<file path="src/rtl/fetch_unit_pf.sv">
// Pipelined instruction fetch unit: issues sequential fetches under a credit limit,
// buffers in-order responses in a DEPTH-entry FIFO and flushes on redirect.
module fetch_unit_pf #(
    parameter int              XLEN     = 32,
    parameter logic [XLEN-1:0] RESET_PC = '0,
    parameter int              DEPTH    = 4
) (
    input  logic            clk,
    input  logic            reset,
    input  logic            redirect_valid,
    input  logic [XLEN-1:0] redirect_base,
    input  logic [XLEN-1:0] redirect_offset,
    output logic            imem_req_valid,
    input  logic            imem_req_ready,
    output logic [XLEN-1:0] imem_req_addr,
    input  logic            imem_rsp_valid,
    input  logic [XLEN-1:0] imem_rsp_data,
    output logic            instr_valid,
    input  logic            instr_ready,
    output logic [XLEN-1:0] instr,
    output logic [XLEN-1:0] instr_pc,
    output logic [XLEN-1:0] instr_link
);

    localparam int CW = $clog2(DEPTH + 1);
    localparam int AW = $clog2(DEPTH);

    logic [XLEN-1:0] fetch_pc_q, fetch_pc_d;
    logic [XLEN-1:0] rsp_pc_q, rsp_pc_d;
    logic [CW-1:0]   inflight_q, inflight_d;
    logic [CW-1:0]   drop_q, drop_d;
    logic [CW-1:0]   count_q, count_d;
    logic [AW-1:0]   wr_ptr_q, wr_ptr_d;
    logic [AW-1:0]   rd_ptr_q, rd_ptr_d;

    logic [XLEN-1:0] mem_pc_q    [DEPTH];
    logic [XLEN-1:0] mem_instr_q [DEPTH];

    logic [CW:0]     credits_used;
    logic            credit_ok;
    logic            req_fire;
    logic            push;
    logic            pop;
    logic [XLEN-1:0] target_sum;
    logic [XLEN-1:0] target;

    // Requests in flight plus buffered entries can never exceed the FIFO size,
    // so every response that is kept always has a free slot.
    assign credits_used = (CW + 1)'(inflight_q) + (CW + 1)'(count_q);
    assign credit_ok    = credits_used < (CW + 1)'(DEPTH);

    assign imem_req_valid = !reset && !redirect_valid && credit_ok;
    assign imem_req_addr  = fetch_pc_q;
    assign req_fire       = imem_req_valid && imem_req_ready;

    assign instr_valid = count_q != '0;
    assign instr       = mem_instr_q[rd_ptr_q];
    assign instr_pc    = mem_pc_q[rd_ptr_q];
    assign instr_link  = instr_pc + XLEN'(4);

    assign push = imem_rsp_valid && (drop_q == '0) && !redirect_valid;
    assign pop  = instr_valid && instr_ready && !redirect_valid;

    assign target_sum = redirect_base + redirect_offset;
    assign target     = target_sum & ~XLEN'(3);

    always_comb begin
        // NOTE: every next-state signal takes its hold value first, so no path
        // through this block leaves a variable unassigned and infers a latch.
        fetch_pc_d = fetch_pc_q;
        rsp_pc_d   = rsp_pc_q;
        inflight_d = inflight_q;
        drop_d     = drop_q;
        count_d    = count_q;
        wr_ptr_d   = wr_ptr_q;
        rd_ptr_d   = rd_ptr_q;

        if (redirect_valid) begin
            // Everything still outstanding (minus the response consumed now) is stale.
            fetch_pc_d = target;
            rsp_pc_d   = target;
            inflight_d = inflight_q - CW'(imem_rsp_valid);
            drop_d     = inflight_q - CW'(imem_rsp_valid);
            count_d    = '0;
            wr_ptr_d   = '0;
            rd_ptr_d   = '0;
        end else begin
            if (req_fire) begin
                fetch_pc_d = fetch_pc_q + XLEN'(4);
            end
            inflight_d = inflight_q + CW'(req_fire) - CW'(imem_rsp_valid);

            if (imem_rsp_valid && (drop_q != '0)) begin
                drop_d = drop_q - CW'(1);
            end

            if (push) begin
                rsp_pc_d = rsp_pc_q + XLEN'(4);
                wr_ptr_d = wr_ptr_q + AW'(1);
            end
            if (pop) begin
                rd_ptr_d = rd_ptr_q + AW'(1);
            end
            count_d = count_q + CW'(push) - CW'(pop);
        end
    end

    always_ff @(posedge clk) begin
        // NOTE: state registers use non-blocking assignments so every flop
        // samples the pre-edge value of every other flop.
        if (reset) begin
            fetch_pc_q <= RESET_PC;
            rsp_pc_q   <= RESET_PC;
            inflight_q <= '0;
            drop_q     <= '0;
            count_q    <= '0;
            wr_ptr_q   <= '0;
            rd_ptr_q   <= '0;
        end else begin
            fetch_pc_q <= fetch_pc_d;
            rsp_pc_q   <= rsp_pc_d;
            inflight_q <= inflight_d;
            drop_q     <= drop_d;
            count_q    <= count_d;
            wr_ptr_q   <= wr_ptr_d;
            rd_ptr_q   <= rd_ptr_d;
        end
    end

    always_ff @(posedge clk) begin
        // NOTE: the storage is cleared on reset on purpose: the head outputs
        // (instr, instr_pc, instr_link) must read as defined values out of reset.
        if (reset) begin
            for (int i = 0; i < DEPTH; i++) begin
                mem_pc_q[i]    <= '0;
                mem_instr_q[i] <= '0;
            end
        end else if (push) begin
            mem_pc_q[wr_ptr_q]    <= rsp_pc_q;
            mem_instr_q[wr_ptr_q] <= imem_rsp_data;
        end
    end

    a_no_overflow : assert property (@(posedge clk) disable iff (reset)
        !(push && !pop && (count_q == CW'(DEPTH))))
        else $error("fetch_unit_pf: prefetch fifo overflow");

    a_no_spurious_rsp : assert property (@(posedge clk) disable iff (reset)
        !(imem_rsp_valid && (inflight_q == '0)))
        else $error("fetch_unit_pf: response with nothing in flight");

endmodule

</file>
<file path="config.mk">
export PLATFORM = sky130hd
export DESIGN_NAME = fetch_unit_pf
export DESIGN_NICKNAME = d
export VERILOG_FILES = /design/src/rtl/fetch_unit_pf.sv
export SDC_FILE = /design/constraint.sdc
export NUM_CORES = 1
export LEC_CHECK = 0
export CAP_MARGIN = 20
export CORE_MARGIN = 10
export CORE_UTILIZATION = 30
export CTS_BUF_LIST = sky130_fd_sc_hd__clkbuf_8
export DETAILED_ROUTE_END_ITERATION = 12
export PLACE_DENSITY = 0.59
export SLEW_MARGIN = 20
export SYNTH_ARGS = -nofsm -noshare
export SYNTH_HDL_FRONTEND = slang
export SYNTH_SLANG_ARGS = --single-unit
export TNS_END_PERCENT = 10
</file>
<file path="constraint.sdc">
create_clock -name clk -period 16.9 [get_ports clk]
set_clock_uncertainty 0.1 [all_clocks]
set_input_delay 3.38 -clock clk [delete_from_list [all_inputs] [get_ports clk]]
set_output_delay 3.38 -clock clk [all_outputs]
set_load 0.01 [all_outputs]
</file>
==> impl_metrics.toml, run 1 <==
[yosys]
synth_compound_area_share_pct = 8.02
synth_xor_area_share_pct = 5.19
ys_ff_latch = 323
synth_simple_gate_area_share_pct = 15.3
netlist_area_mm2 = 0.0163
synth_fa_ha_area_share_pct = 3.54
synthMuxAreaShare_pct = 8.85
async_flop_share_pct = 0
syn_inst = 1465
synth_enable_flop_cells = 248
synth_top_family_by_area = "simple AND/OR/NAND/NOR gates"
synth_ff_type = "edfxtp_1"
seq_area_frac_synth_pct = 54.8
synth_cell_types = 77
avgSynthCellArea_um2 = 11.2
yosys_warnings = 0

[clock_tree]
worstSkewPairLatency_ns = 0.64
cts_setup_buffers = 0
clockBufferDepth = 3
cts_tree = "done"
root_buffer = "clkbuf_8"
cts_resized = 0
cts_made_buffers = 56
clock_sinks = 323
cts.hold.buffers_added = 0
clk_pin_slew_ns = 0.06
htreeDepth = 2

[floorplan]
die_h_um = 253
start_util_pct = 30.3
coreArea_mm2 = 0.0539
die_w_um = 253
io_pins = 232
die_area_mm2 = 0.0642
rows = 85

[routing]
ant_nets = 0
route.final.wire_length_um = 46200
wl_met3_um = 3580
via_count = 11800
highest_layer = "met4"
dr.pass1.iters = 5
dr.first_iter.drc_count = 919
vias_per_cell = 4.84
wirelength_met1_um = 19900
drc = 0
detail_route.wl_per_cell_um = 19.0
routed-wl-met2_um = 22000

[place]
dp_slack_ns = 7.42
portBuffers = 225
place_congestion = 0.847
dpl.hpwl_um = 30700
dp.cells = 2330

[final_layout]
nNetsFinal = 1840
final_cells = 2432
layout.area.seq_mm2 = 0.00895
syn_to_final_growth_pct = 24.2
nFillCells = 5329
multi_input_area_mm2 = 0.00675
final_layout_size_suffix_gt1_share_pct = 9.68

[setup_path]
crit_required_ns = 13.42
end_kind = "primary output"
cp_data_arrival_time_ns = 5.96
worstSetupStartpointType = "primary input"
cp_slowest_cell = "clkdlybuf4s50_1"
crit_buf_inv = 4
path_class = "primary input to primary output"
critical_path.max_fanout = 31
path_delay_family = "buffers and inverters"
slowest_delay_ns = 0.59
cp_common_cell = "clkdlybuf4s50_1"
crit_chain = "clkdlybuf4s50_1 > buf_4 > inv_2 > nand2_1 > nor3b_2 > clkdlybuf4s50_1"

[timing]
finalSetupViolCount = 0
finalWorstSetupSlack_ns = 7.46
period_minus_slack_ns = 9.44
hold_violations = 0
worst_slew_pin_slew_ns = 1.03
finalCritPeriodShare_pct = 55.9
slew_headroom_pct = 31.2
max_freq_mhz = 106
slew_viol_final = 0
finalSetupTns_ns = 0
rsz0062_at_grt = "no"

[power_and_ir_drop]
static-leakage-power_uw = 0.00776
peakVddDrop_uv = 54.1
power_density_mw_per_mm2 = 92.3

[global_routing]
grt_pass1_wl_um = 71100
grt_pass1_vias = 12300
grt_max_degree = 63
grt.overflow.total = 0
antenna_found_initial = 1
gr-usage-all-layers_pct = 14.2

[min_path]
hp-class = "flop to flop"

[status]
status = "completed"

[job]
drv_cap = 0
synth_stat cells (all sizes together), types with 7 or more instances:
cell | instances | area (um2)
dfxtp | 75 | 1500
xor2 | 45 | 394
nand2 | 160 | 606
a31oi | 15 | 93.8
o211ai | 7 | 52.6
clkbuf | 51 | 191
xnor2 | 51 | 454
and3 | 19 | 119
edfxtp | 248 | 7450
and2 | 7 | 43.8
inv | 94 | 355
nor2 | 262 | 991
ha | 43 | 538
buf | 23 | 165
or3 | 8 | 60.1
mux4 | 62 | 1430
nand3 | 42 | 215
nor3 | 24 | 148
o21a | 8 | 60.1
a21o | 15 | 113
a21oi | 60 | 300
nand4 | 17 | 113
o21ai | 38 | 190
a211oi | 18 | 140
worst register-to-register path, cell delays in order (launching register included):
cell      delay [ns]
dfxtp_1         0.42
ha_1            0.27
a311oi_1        0.22
nor3b_2         0.25
and2_1          0.44
inv_4           0.14
ha_1            0.30
inv_1           0.04
ha_1            0.19
fa_1            0.39
xor2_1          0.16
o21ai_0         0.20
xnor2_1         0.14
nor2_1          0.05
worst paths after layout:
| check | startpoint | to | slack, ns | cells after the start |
|---|---|---|---|---|
| setup / recovery | reset | imem_req_valid | 7.46 | 6 |
| hold / removal | rsp_pc_q[4] | rsp_pc_q[4] | 0.43 | 2 |
| setup reg to reg | inflight_q[2] | inflight_q[2] | 13.47 | 13 |
| hold reg to reg | rsp_pc_q[4] | rsp_pc_q[4] | 0.43 | 2 |
placed cells by master, fill, tap and decap left out, types with 13 or more instances in the layout:
cell type,n
nor3_1,21
dfxtp_1,73
xor2_1,45
ha_1,43
a21oi_1,60
clkbuf_8,56
nand3_1,41
clkdlybuf4s50_1,224
edfxtp_1,248
mux4_2,54
a211oi_1,17
nand2_1,157
inv_1,110
a31oi_1,15
xnor2_1,50
nor2_1,260
and3_1,19
a21o_1,15
nand4_1,16
o21ai_0,35
buf_4,13
clkinv_1,13
metrics by stage:
step | util (%) | power, uW | instance area (um2) | hold slack (ns)
final | 37.6 | 1870 | 20300 | 0.427
after global routing | 37.6 | 1960 | 20300 | 0.444
after CTS | 37.6 | 1900 | 20300 | 0.429
after detailed placement | 35.8 | 1250 | 19300 | 0.418
after global placement | 35.8 | 1250 | 19300 | 0.403
after floorplan | - | 1110 | 16400 | 0.363
where the power goes:
| group | internal, uW | switching [uW] |
|---|---|---|
| clock | 324 | 320 |
| sequential | 903 | 29.2 |
| combinational | 136 | 162 |
sequential cells by signal, indices dropped and copies added, names as in the netlist, named ones only:
| name | cells |
|---|---|
| mem_instr_q | 128 |
| mem_pc_q | 120 |
| imem_req_addr | 30 |
| rsp_pc_q | 30 |
| count_q | 3 |
| drop_q | 3 |
| inflight_q | 3 |
| rd_ptr_q | 2 |
| wr_ptr_q | 2 |
area by class of cell:
class	instances	share of cell area, %
flip-flops and latches	323	44.1
multi-input cells	979	33.3
repair buffers	239	11.7
well taps	696	4.29
clock buffers	56	3.80
inverters	94	1.75
clock inverters	44	1.07
diodes	1	0.0123
cells by family after synthesis:
kind of cell / after synthesis
adders and majority gates: 45
muxes: 64
other: 1
DFF: 323
buffers and inverters: 168
and+or+nand+nor: 566
xor gates and xnor gates: 96
AOI/OAI and AO/OA: 202
per-layer routing:
metal  GRT usage (%)  vias to the layer above
li1                -                     5684
met1            18.1                     5691
met2            23.4                      341
met3            3.68                       47
met4            3.70                        0
met5               0                        -
(Power assumes the default switching activity.)
==> run 2: changes to the inputs <==
==> constraint.sdc (replaced) <==
create_clock -name clk -period 8.75 [get_ports clk]
set_clock_uncertainty 0.1 [all_clocks]
set_input_delay 1.75 -clock clk [delete_from_list [all_inputs] [get_ports clk]]
set_output_delay 1.75 -clock clk [all_outputs]
set_load 0.01 [all_outputs]
==> impl_metrics.toml, run 2 (synthesis gave the netlist of run 1 again) <==
[global_routing]
gr-usage-all-layers_pct = 14.1
grt_max_degree = 63
busiest_layer = "met2"
grt.overflow.total = 0
grt_pass1_wl_um = 70300
grt_use_met3_pct = 3.56
use_met2_pct = 22.9
met1_usage_pct = 18.3
grt_pass1_vias = 12100
antenna_found_initial = 1

[final_layout]
largest_reg_flops = 128
stdcell_area_mm2 = 0.0204
regMostFlops = "mem_instr_q"
final_layout_size_suffix_gt1_share_pct = 9.87
syn_to_final_growth_pct = 24.7
final_cells = 2429
layout_common_cells = "260 x nor2_1, 248 x edfxtp_1, 224 x clkdlybuf4s50_1, 157 x nand2_1, 107 x inv_1"
nNetsFinal = 1836
reg_top3 = "mem_instr_q (128), mem_pc_q (120)"
final_common_cell = "nor2_1"

[routing]
route.final.wire_length_um = 46500
drc = 0
dr.pass1.iters = 5
ant_nets = 0
vias_per_cell = 4.93
dr.first_iter.drc_count = 907
via_count = 12000
detail_route.wl_per_cell_um = 19.2

[setup_path]
cp_common_cell = "and3_1"
cp_slowest_cell = "buf_4"
reg2reg_depth = 13
crit_end = "instr_link[26]"
slowest_delay_ns = 0.77
worstSetupStartpointType = "flop"
crit_chain = "buf_4 > mux4_1 > and3_1 > and2_1 > nand2_1 > nor2_4 > and3_1 > xor2_1 > clkdlybuf4s50_1"
cp_data_arrival_time_ns = 4.36
crit_required_ns = 6.90
r2r_slack_ns = 5.45
end_kind = "primary output"
path_class = "flop to primary output"
timing.rr.start = "inflight_q[1]"
critical_path.max_fanout = 40
r2r-end = "inflight_q[2]"

[power_and_ir_drop]
power_density_mw_per_mm2 = 184
seqPwrFrac_pct = 48.2
p_int_uw = 2750
peakVddDrop_uv = 97.6
clockPowerShare_pct = 36.4
p_sw_share_pct = 26.5
switchingPower_uw = 991
pwr-share-comb_pct = 15.5
static-leakage-power_uw = 0.00778

[place]
portBuffers = 225
dp.cells = 2329
place_congestion = 0.823
placed_area_mm2 = 0.0193
dpl.hpwl_um = 30800
dp_slack_ns = 2.53

[status]
status = "completed"

[timing]
worst_slew_pin_slew_ns = 1.04
max_freq_mhz = 161
finalSetupViolCount = 0
slew_viol_final = 0
finalSetupTns_ns = 0
period_minus_slack_ns = 6.21
fin_hold_ws_ns = 0.424
rsz0062_at_grt = "no"
hold_violations = 0
finalCritPeriodShare_pct = 71.0
finalWorstSetupSlack_ns = 2.54
slew_headroom_pct = 30.8

[clock_tree]
cts_resized = 0
htreeDepth = 2
cts_made_buffers = 54
cts_tree = "done"
clockBufferDepth = 3
clk_pin_slew_ns = 0.06
cts.hold.buffers_added = 0
worstSkewPairLatency_ns = 0.61
cts_setup_buffers = 0
root_buffer = "clkbuf_8"
clock_sinks = 323

[floorplan]
coreArea_mm2 = 0.0539
start_util_pct = 30.3
die_w_um = 253
die_area_mm2 = 0.0642
die_h_um = 253
io_pins = 232
rows = 85

[min_path]
hp-class = "flop to flop"

[job]
drv_cap = 0
## run 2: worst min-delay path by stage
| stage | slack (ns) | endpoint | cells after the start | startpoint |
|---|---|---|---|---|
| 3_5_place_dp | 0.41 | rsp_pc_q[4] | 2 | rsp_pc_q[4] |
| 3_3_place_gp | 0.41 | rsp_pc_q[5] | 1 | rsp_pc_q[5] |
| 5_1_grt | 0.46 | rsp_pc_q[4] | 2 | rsp_pc_q[4] |
| 4_1_cts | 0.42 | rsp_pc_q[4] | 2 | rsp_pc_q[4] |
| 2_1_floorplan | 0.36 | rsp_pc_q[4] | 2 | rsp_pc_q[4] |
| 6_report | 0.42 | rsp_pc_q[4] | 2 | rsp_pc_q[4] |
## run 2: worst max-delay path: cells and delay by family, from the launching register on
kind / cells / cell delay, ns
xor+xnor: 1 / 0.13
flops: 1 / 0.65
mux: 1 / 0.75
buf+inv: 2 / 1.33
simple gates: 5 / 0.85
## run 2: cell type report
class                      count  area, um2
fill                        5328      33500
sequential                   323       8950
multi-input combinational    979       6750
timing repair buffer         237       2340
tap                          696        871
clock buffer                  63        867
inverter                      94        355
clock inverter                36        233
antenna                        1       2.50
## run 2: metrics by stage
stage	power, uW	utilization [%]
2_1_floorplan	2140	-
3_3_place_gp	2410	35.7
3_5_place_dp	2420	35.7
4_1_cts	3790	37.8
5_1_grt	3910	37.8
6_report	3740	37.8
## run 2: routing by layer
metal  vias up  wire (um)  part of all wire [%]
li1       5694          -                     -
met1      5788      20100                    43
met2       432      21700                    47
met3        49       3950                   8.5
met4         0        775                   1.7
met5         -          0                     0
## run 2: power groups by stage
stage          Clock [uW]  Sequential (uW)  Combinational, uW
2_1_floorplan           0             1830                319
3_3_place_gp            0             1830                578
3_5_place_dp            0             1830                583
4_1_cts              1400             1800                586
5_1_grt              1470             1810                633
6_report             1360             1800                578
==> run 3: changes to the inputs <==
--- a/config.mk
+++ b/config.mk
@@ -10,7 +10,7 @@
 export CORE_UTILIZATION = 30
 export CTS_BUF_LIST = sky130_fd_sc_hd__clkbuf_8
 export DETAILED_ROUTE_END_ITERATION = 12
-export PLACE_DENSITY = 0.59
+export PLACE_DENSITY = 0.61
 export SLEW_MARGIN = 20
 export SYNTH_ARGS = -nofsm -noshare
 export SYNTH_HDL_FRONTEND = slang
==> constraint.sdc (replaced) <==
create_clock -name clk -period 5.1 [get_ports clk]
set_clock_uncertainty 0.1 [all_clocks]
set_input_delay 1.02 -clock clk [delete_from_list [all_inputs] [get_ports clk]]
set_output_delay 1.02 -clock clk [all_outputs]
set_load 0.01 [all_outputs]
==> impl_metrics.toml, run 3 (synthesis gave the netlist of run 1 again) <==
[global_routing]
grt_pass1_vias = 12200
grt_pass1_wl_um = 71100
grt_max_degree = 64
antenna_found_initial = 2
gr-usage-all-layers_pct = 14.1
grt.overflow.total = 0

[job]
drv_cap = 0

[clock_tree]
clock_sinks = 323
clockBufferDepth = 3
worstSkewPairLatency_ns = 0.62
clk_pin_slew_ns = 0.06
root_buffer = "clkbuf_8"
cts_made_buffers = 54
cts_tree = "done"
htreeDepth = 2

[final_layout]
nNetsFinal = 1843
syn_to_final_growth_pct = 25.1
stdcell_area_mm2 = 0.0204
regMostFlops = "mem_instr_q"
reg_top3 = "mem_instr_q (128), mem_pc_q (120)"
layout_common_cells = "260 x nor2_1, 248 x edfxtp_1, 224 x clkdlybuf4s50_1, 157 x nand2_1, 111 x inv_1"
largest_reg_flops = 128
final_cells = 2435
nFillCells = 5252
final_layout_size_suffix_gt1_share_pct = 10.0
final_common_cell = "nor2_1"

[routing]
drc = 0
vias_per_cell = 4.89
via_count = 11900
dr.pass1.iters = 5
route.final.wire_length_um = 46600
dr.first_iter.drc_count = 834
wirelength_met1_um = 20300
highest_layer = "met4"
detail_route.wl_per_cell_um = 19.1
routed-wl-met2_um = 21500
ant_nets = 0
wl_met3_um = 3720

[timing]
finalSetupTns_ns = 0
slew_viol_final = 0
slew_headroom_pct = 31.9
worst_slew_pin_slew_ns = 1.02
period_minus_slack_ns = 4.76
fin_hold_ws_ns = 0.411
rsz0062_at_grt = "no"
hold_violations = 0
finalSetupViolCount = 0
finalCritPeriodShare_pct = 93.3
max_freq_mhz = 210
finalWorstSetupSlack_ns = 0.343

[setup_path]
path_class = "flop to primary output"
reg2reg_depth = 13
cp_data_arrival_time_ns = 3.64
slowest_delay_ns = 0.56
timing.rr.start = "inflight_q[1]"
r2r_slack_ns = 1.80
end_kind = "primary output"
worstSetupStartpointType = "flop"
crit_chain = "mux4_2 > ha_1 > nand3_1 > or3_1 > or2_4 > nor2_4 > nand2_1 > nor2_1 > xnor2_1 > clkdlybuf4s50_1"
r2r-end = "inflight_q[2]"
crit_required_ns = 3.98
cp_slowest_cell = "clkdlybuf4s50_1"
critical_path.max_fanout = 12

[min_path]
worstHoldEndpoint = "rsp_pc_q[4]"
hp-class = "flop to flop"
min_from = "rsp_pc_q[4]"
hold_depth = 2

[place]
dpl.hpwl_um = 31700
dp_slack_ns = 0.738
place_congestion = 0.833
portBuffers = 225
placed_area_mm2 = 0.0194
dp.cells = 2335

[floorplan]
die_w_um = 253
io_pins = 232
start_util_pct = 30.3
rows = 85
die_area_mm2 = 0.0642
die_h_um = 253
coreArea_mm2 = 0.0539

[status]
status = "completed"

[power_and_ir_drop]
clockPowerShare_pct = 35.2
p_int_uw = 4630
p_sw_share_pct = 26.8
pwr-share-comb_pct = 15.9
peakVddDrop_uv = 170
switchingPower_uw = 1690
power_density_mw_per_mm2 = 309
seqPwrFrac_pct = 48.8
static-leakage-power_uw = 0.00783
run 3: cell count changes in the layout (fill, tap and decap cells not counted), sizes merged:
cell	previous run	this run
buf	13	20
bufinv	3	2
clkbuf	63	60
inv	112	115
run 3: routing by layer:
metal,vias to the layer above,GRT usage [%]
met5,-,0
met2,389,22.8
met1,5763,18.5
met4,0,3.92
li1,5697,-
met3,61,3.48
run 3: worst max path at each step:
| stage | endpoint | depth (start not counted) |
|---|---|---|
| 3_5_place_dp | instr_link[30] | 10 |
| 5_1_grt | instr_link[20] | 9 |
| 3_3_place_gp | instr_link[30] | 10 |
| 4_1_cts | instr_link[30] | 10 |
| 6_report | instr_link[30] | 10 |
| 2_1_floorplan | mem_instr_q[1][0] | 5 |
run 3: layout make-up:
cell class | instances | area [um2] | area share [%]
flip-flops and latches | 323 | 8960 | 43.8
multi-input cells | 979 | 6750 | 33.0
repair buffers | 244 | 2450 | 12.0
well taps | 696 | 871 | 4.26
clock buffers | 60 | 826 | 4.04
inverters | 94 | 355 | 1.74
clock inverters | 38 | 228 | 1.11
diodes | 1 | 2.50 | 0.0122
run 3: per-stage QoR:
stage	total power (uW)	utilization, %
after global routing	6610	37.9
after CTS	6400	37.9
after floorplan	3680	-
final	6320	37.9
after global placement	4140	35.9
after detailed placement	4150	35.9
run 3: power groups by stage:
stage / Clock [uW] / Combinational (uW) / Sequential [uW]
after floorplan: 0 / 548 / 3130
after global placement: 0 / 1010 / 3130
after detailed placement: 0 / 1010 / 3140
after CTS: 2290 / 1020 / 3090
after global routing: 2400 / 1100 / 3100
final: 2230 / 1010 / 3090
run 3: timing repair:
| action | in CTS | in global routing |
|---|---|---|
| gates resized for setup | 0 | 2 |
| endpoints found under the setup margin | 0 | 3 |
| setup buffers | 0 | 1 |
| hold buffers | 0 | 0 |
run 3: critical path, delay by kind of cell, from the launching register on:
family                     cells  cell delay (ns)
DFF                            1             0.42
adders and majority gates      1             0.20
and+or+nand+nor                6             1.27
buffers and inverters          1             0.56
muxes                          1             0.43
xor gates and xnor gates       1             0.14
